$ cat src/rtl/parking_pkg.sv
// Shared types and defaults for the parking access controller.
package parking_pkg;

  localparam int unsigned N_SPOTS_DEF = 8;

  typedef enum logic [1:0] {
    ST_IDLE  = 2'd0,
    ST_GRANT = 2'd1,
    ST_GATE  = 2'd2
  } state_t;

  typedef enum logic {
    REQ_ENTRY = 1'b0,
    REQ_EXIT  = 1'b1
  } req_t;

endpackage

$ cat src/rtl/parking_access_controller_allocator.sv
// Find-first-zero over the occupancy bitmap: one-hot lowest free spot.
module park_spot_allocator #(
  parameter int unsigned N_SPOTS = 8
) (
  input  logic [N_SPOTS-1:0] occupancy,
  output logic [N_SPOTS-1:0] free_spot_c,
  output logic               none_free_c
);

  logic found;

  always_comb begin
    free_spot_c = '0;
    found       = 1'b0;
    for (int i = 0; i < int'(N_SPOTS); i++) begin
      if (!occupancy[i] && !found) begin
        free_spot_c[i] = 1'b1;
        found          = 1'b1;
      end
    end
  end

  assign none_free_c = ~found;

endmodule

$ cat src/rtl/parking_access_controller.sv
// Arbitrates entry/exit gates over the shared occupancy bitmap and times the gate.
module parking_access_controller
  import parking_pkg::*;
#(
  parameter int unsigned N_SPOTS     = N_SPOTS_DEF,
  parameter int unsigned GATE_CYCLES = 4,
  parameter int unsigned CNT_W       = $clog2(N_SPOTS + 1)
) (
  input  logic               clk,
  input  logic               reset,
  input  logic               entry_req,
  input  logic               exit_req,
  input  logic [N_SPOTS-1:0] exit_location,
  output logic               entry_ack,
  output logic               entry_full,
  output logic [N_SPOTS-1:0] entry_location,
  output logic               exit_ack,
  output logic               exit_err,
  output logic               gate_open,
  output logic [N_SPOTS-1:0] occupancy,
  output logic [CNT_W-1:0]   free_count,
  output logic               full,
  output logic               empty
);

  localparam int unsigned GATE_W = $clog2(GATE_CYCLES + 1);

  state_t             state, state_d;
  req_t               last_served, last_served_d;
  logic [N_SPOTS-1:0] grant_mask, grant_mask_d;
  logic               grant_valid, grant_valid_d;
  logic [GATE_W-1:0]  gate_cnt, gate_cnt_d;

  logic               entry_ack_d, entry_full_d, exit_ack_d, exit_err_d, gate_open_d;
  logic [N_SPOTS-1:0] entry_location_d, occupancy_d;
  logic [CNT_W-1:0]   free_count_d;
  logic               full_d, empty_d;

  logic [N_SPOTS-1:0] free_spot_c;
  logic               none_free_c;
  logic               exit_ok_c;
  logic               serve_entry;

  park_spot_allocator #(.N_SPOTS(N_SPOTS)) u_alloc (
    .occupancy   (occupancy),
    .free_spot_c (free_spot_c),
    .none_free_c (none_free_c)
  );

  // Exit is valid only for a single set bit that is currently occupied.
  assign exit_ok_c = (exit_location != '0)
                   && ((exit_location & (exit_location - N_SPOTS'(1))) == '0)
                   && ((exit_location & occupancy) == exit_location);

  // Acks are registered on the IDLE edge so they are high during GRANT;
  // the occupancy toggle is applied on the GRANT edge. last_served then names the side in flight.
  always_comb begin
    state_d          = state;
    last_served_d    = last_served;
    grant_mask_d     = grant_mask;
    grant_valid_d    = grant_valid;
    gate_cnt_d       = gate_cnt;
    occupancy_d      = occupancy;
    free_count_d     = free_count;
    full_d           = full;
    empty_d          = empty;
    entry_ack_d      = 1'b0;
    entry_full_d     = 1'b0;
    entry_location_d = '0;
    exit_ack_d       = 1'b0;
    exit_err_d       = 1'b0;
    gate_open_d      = 1'b0;
    serve_entry      = 1'b0;

    unique case (state)
      ST_IDLE: begin
        if (entry_req || exit_req) begin
          serve_entry = entry_req && (!exit_req || (last_served == REQ_EXIT));
          state_d     = ST_GRANT;
          if (serve_entry) begin
            last_served_d    = REQ_ENTRY;
            entry_ack_d      = 1'b1;
            entry_full_d     = none_free_c;
            entry_location_d = free_spot_c;
            grant_mask_d     = free_spot_c;
            grant_valid_d    = !none_free_c;
          end else begin
            last_served_d    = REQ_EXIT;
            exit_ack_d       = 1'b1;
            exit_err_d       = !exit_ok_c;
            grant_mask_d     = exit_location;
            grant_valid_d    = exit_ok_c;
          end
        end
      end
      ST_GRANT: begin
        if (grant_valid) begin
          occupancy_d  = occupancy ^ grant_mask;
          free_count_d = (last_served == REQ_ENTRY) ? free_count - CNT_W'(1)
                                                    : free_count + CNT_W'(1);
          full_d       = (free_count_d == '0);
          empty_d      = (free_count_d == CNT_W'(N_SPOTS));
          gate_cnt_d   = GATE_W'(GATE_CYCLES);
          gate_open_d  = 1'b1;
          state_d      = ST_GATE;
        end else begin
          state_d      = ST_IDLE;
        end
      end
      ST_GATE: begin
        if (gate_cnt == GATE_W'(1)) begin
          state_d     = ST_IDLE;
        end else begin
          gate_cnt_d  = gate_cnt - GATE_W'(1);
          gate_open_d = 1'b1;
        end
      end
      default: state_d = ST_IDLE;
    endcase
  end

  always_ff @(posedge clk or posedge reset) begin
    if (reset) begin
      state          <= ST_IDLE;
      last_served    <= REQ_EXIT;
      grant_mask     <= '0;
      grant_valid    <= 1'b0;
      gate_cnt       <= '0;
      occupancy      <= '0;
      free_count     <= CNT_W'(N_SPOTS);
      full           <= 1'b0;
      empty          <= 1'b1;
      entry_ack      <= 1'b0;
      entry_full     <= 1'b0;
      entry_location <= '0;
      exit_ack       <= 1'b0;
      exit_err       <= 1'b0;
      gate_open      <= 1'b0;
    end else begin
      state          <= state_d;
      last_served    <= last_served_d;
      grant_mask     <= grant_mask_d;
      grant_valid    <= grant_valid_d;
      gate_cnt       <= gate_cnt_d;
      occupancy      <= occupancy_d;
      free_count     <= free_count_d;
      full           <= full_d;
      empty          <= empty_d;
      entry_ack      <= entry_ack_d;
      entry_full     <= entry_full_d;
      entry_location <= entry_location_d;
      exit_ack       <= exit_ack_d;
      exit_err       <= exit_err_d;
      gate_open      <= gate_open_d;
    end
  end

endmodule

$ cat config.mk
export PLATFORM = sky130hd
export DESIGN_NAME = parking_access_controller
export DESIGN_NICKNAME = d
export VERILOG_FILES = /design/src/rtl/parking_pkg.sv /design/src/rtl/parking_access_controller_allocator.sv /design/src/rtl/parking_access_controller.sv
export SDC_FILE = /design/constraint.sdc
export NUM_CORES = 1
export LEC_CHECK = 0
export CORE_UTILIZATION = 39
export CTS_BUF_LIST = sky130_fd_sc_hd__clkbuf_8 sky130_fd_sc_hd__clkbuf_16
export DETAILED_ROUTE_END_ITERATION = 8
export GPL_ROUTABILITY_DRIVEN = 0
export PLACE_DENSITY = 0.68
export SLEW_MARGIN = 5
export SYNTH_ARGS = -nofsm -noshare
export SYNTH_HDL_FRONTEND = slang
export SYNTH_HIERARCHICAL = 1
export SYNTH_SLANG_ARGS = --single-unit
export TNS_END_PERCENT = 50
$ cat constraint.sdc
create_clock -name clk -period 2.56 [get_ports clk]
set_input_delay 0.512 -clock clk [delete_from_list [all_inputs] [get_ports clk]]
set_output_delay 0.512 -clock clk [all_outputs]
set_load 0.02 [all_outputs]
==> parameters.txt <==
Parameter                              Value

Critical path
  Startpoint of the most critical setup path ... exit_location[4]
  Number of gates on the worst path with buffers counted ... 6
  Worst reg-to-reg setup slack ... 0.59 ns
  Critical path type ... input pin to register
  Number of cell instances on the worst register-to-register path ... 6
  Worst flop-to-flop path startpoint ... state[0]
  Delay contributed by the slowest stage of the critical path ... 0.50 ns
  Top fanout value on the critical path ... 4
  Capture point of the critical path ... exit_err
  Worst path bufs/invs ... 1
  Worst path required time ... 2.73 ns
  Data arrival time of the critical path ... 2.32 ns
  Kind of launch point of the worst setup path ... input pin
  Crit-path slowest cell ... clkdlybuf4s50_1
  Critical path capture point type ... register
  Critical-path cell list ... clkdlybuf4s50_1 -> or3_4 -> o31a_1 -> o31ai_1 -> nand4_1 -> and2_1
  Crit-path leading delay family ... simple AND/OR/NAND/NOR gates
  R2r endpoint ... grant_mask[0]

Synth
  Syn Inst Count ... 192
  Mean cell area of the mapped netlist ... 10.5 µm²
  Library cell with the highest instance count after synthesis ... dfrtp_1
  Syn_nets ... 213
  Main combinational cell family by area after synthesis ... simple AND/OR/NAND/NOR gates
  Arithmetic-cell share of the synthesized area counting full adders, half adders and majority gates ... 5.99%
  Area contributors post-synth ... dfrtp_1 (49%), ha_1 (5.0%), xnor2_1 (4.8%), inv_1 (4.3%), a222oi_1 (4.0%)
  Synth Area in Compound Gates ... 14.5%
  Area fraction of the dominant cell type after synthesis ... 48.6%
  Mux share of post-synthesis cell area ... 0.499%
  Post-Synth Simple-Gate Area ... 16.0%
  Area share of xor/xnor cells in the synthesized design ... 5.24%
  Number of flops mapped to enable cells by yosys ... 0
  Most instantiated cells after synthesis ... dfrtp_1 (39), inv_1 (23), nand2_1 (21)
  Number of storage elements in the synthesis netlist ... 42
  Netlist area before placement ... 2010 µm²
  Primary flip-flop cell chosen by synthesis mapping ... dfrtp_1
  Part of the Yosys area used for sequential elements ... 52.6%
  Synth warn ... 6
  Proportion of synthesized flip-flops having asynchronous set or reset ... 100%
  Cell taking the most area after synthesis ... dfrtp_1
  Count of unique library cells instantiated by Yosys ... 38

Clocking
  TritonCTS Sinks ... 42
  H-Tree Depth ... 2
  Clock edge transition at the registers on the reported setup and hold paths ... 0.08 ns
  Clock latency of the later-clocked register in the worst-skew pair ... 0.29 ns
  Setup fix buffers added after clock tree synthesis ... 0
  Root Buffer ... clkbuf_8
  Number of buffers inserted for hold repair after clock tree synthesis ... 0
  Post_cts resized ... 0
  Clock tree from TritonCTS ... built
  Maximum number of buffers from clock root to sink ... 2
  Clock buffers created by TritonCTS ... 5

Worst hold path
  Type of the worst min-delay path ... register to register

Final layout
  Final Util ... 52.9%
  Share of final-layout standard cells stronger than drive strength 1 ... 8.02%
  Area Growth Syn to Fin ... 27.8%
  Multi-input gate area ... 847 µm²
  Number of filler cells placed in the layout ... 442
  Total Nets Final ... 257
  Register area ... 1050 µm²
  ANT cells ... 0

Power and ir drop
  Leakage power ... 1.16 nW
  Peak supply drop ... 0.665 mV
  Power per cell area ... 1180 nW/µm²

Global route
  Number of global-route vias before repair ... 1488
  Global-route wire length before repair ... 7040 µm
  Total gr overflow ... 0
  GRT Util Overall ... 17.0%
  Number of antenna violations at the first check in global routing ... 0
  Pin count of the biggest net entering global routing ... 43

Timing
  Max-Slew Margin vs Limit ... 28.4%
  Post-route worst hold slack ... 0.515 ns
  Max Clk Rate ... 467 MHz
  Worst clock skew on the final layout ... 0.00578 ns
  Least setup slack across all paths after layout ... 0.418 ns
  Worst Max-Slew Pin Slew ... 1.07 ns
  Final period demand of the worst path ... 2.14 ns
  Portion of the clock cycle consumed by the worst path in the final layout ... 83.7%
  Setup repair after global routing missed its margin ... no
  Number of endpoints failing setup at the final stage ... 0
  Final Hold Fails ... 0
  Setup total negative slack ... 0 ns
  Pins over their slew limit ... 0

Floorplan
  Placement row count ... 25
  Area of the die ... 5440 µm²
  Initial core utilization ... 41.4%
  Die Span Y ... 73.7 µm
  Core ar. ... 4850 µm²
  Horiz. Die Dim ... 73.7 µm
  IO Count ... 39

Flow run
  Maximum capacitance violations ... 0

Placement
  Quantity of I/O buffers inserted on ports ... 38
  Detail Placement HPWL ... 3030 µm
  Worst slack after detailed placement ... 0.122 ns

Route
  Violation count after the first detailed-route iteration ... 90
  Final routed wire length divided by cell count ... 13.7 µm
  Vias ... 1537
  DRC Markers ... 0
  Detail Route Antenna Nets ... 0
  Number of detailed-routing iterations run before antenna repair ... 4
  Vias/cell ... 5.06
  Final wirelength ... 4150 µm

Status
  Run status ... finished clean
-- where the power goes --
| group | switching, mW | leakage (nW) | internal (mW) |
|---|---|---|---|
| sequential | 0.253 | 0.532 | 0.928 |
| combinational | 0.750 | 0.580 | 0.685 |
| clock | 0.223 | 0.0493 | 0.189 |
| total | 1.23 | 1.16 | 1.80 |
-- sequential cells by signal, indices dropped and copies added, names as in the netlist, 2 cells and up --
signal and cells:
gate_cnt 3, occupancy 8, entry_location 8, state 2
free_count 4, grant_mask 8
-- stage by stage --
step | power (mW) | area (µm²) | cells
2_1_floorplan | 2.09 | 2010 | 192
3_3_place_gp | 2.58 | 2480 | 296
3_5_place_dp | 2.63 | 2480 | 296
4_1_cts | 3.06 | 2560 | 304
5_1_grt | 3.27 | 2560 | 304
6_report | 3.03 | 2560 | 304
-- cells in the final DEF, fill, tap and decap left out, types with 4 or more instances in the layout --
cell / count
a222oi_1: 8
nand2_1: 21
o21ai_0: 5
ha_1: 8
clkdlybuf4s50_1: 38
and2_1: 11
o22ai_1: 4
dfrtp_1: 39
clkbuf_8: 5
xnor2_1: 11
inv_1: 24
a21oi_1: 7
o21ai_1: 4
nor2_1: 7
-- logic make-up after synthesis --
| kind of cell | after synthesis |
|---|---|
| simple gates | 60 |
| flops | 42 |
| compound gates | 40 |
| buf+inv | 28 |
| xor+xnor | 12 |
| fa+ha+maj | 9 |
| mux | 1 |
-- how the worst min path moves through the flow --
stage | cells after the start | start | endpoint | slack, ns
after floorplan | 1 | gate_cnt[1] | gate_cnt[1] | 0.47
after global placement | 1 | gate_cnt[1] | gate_cnt[1] | 0.49
after detailed placement | 1 | gate_cnt[1] | gate_cnt[1] | 0.50
after CTS | 1 | gate_cnt[1] | gate_cnt[1] | 0.52
after global routing | 1 | free_count[3] | free_count[3] | 0.54
final | 1 | gate_cnt[1] | gate_cnt[1] | 0.52
-- area by class of cell --
class	count	share of cell area [%]
flip-flops and latches	42	41.1
repair buffers	41	15.7
clock buffers	5	2.68
well taps	67	3.27
inverters	24	3.51
clock inverters	3	0.683
multi-input cells	122	33.0
-- layer usage --
metal / share of wire, % / GRT usage [%]
met1: 47 / 23.0
met2: 48 / 27.6
met3: 4.0 / 3.84
met4: 0.70 / 4.49
met5: 0 / 0
Power figures use the tool's default switching activity.
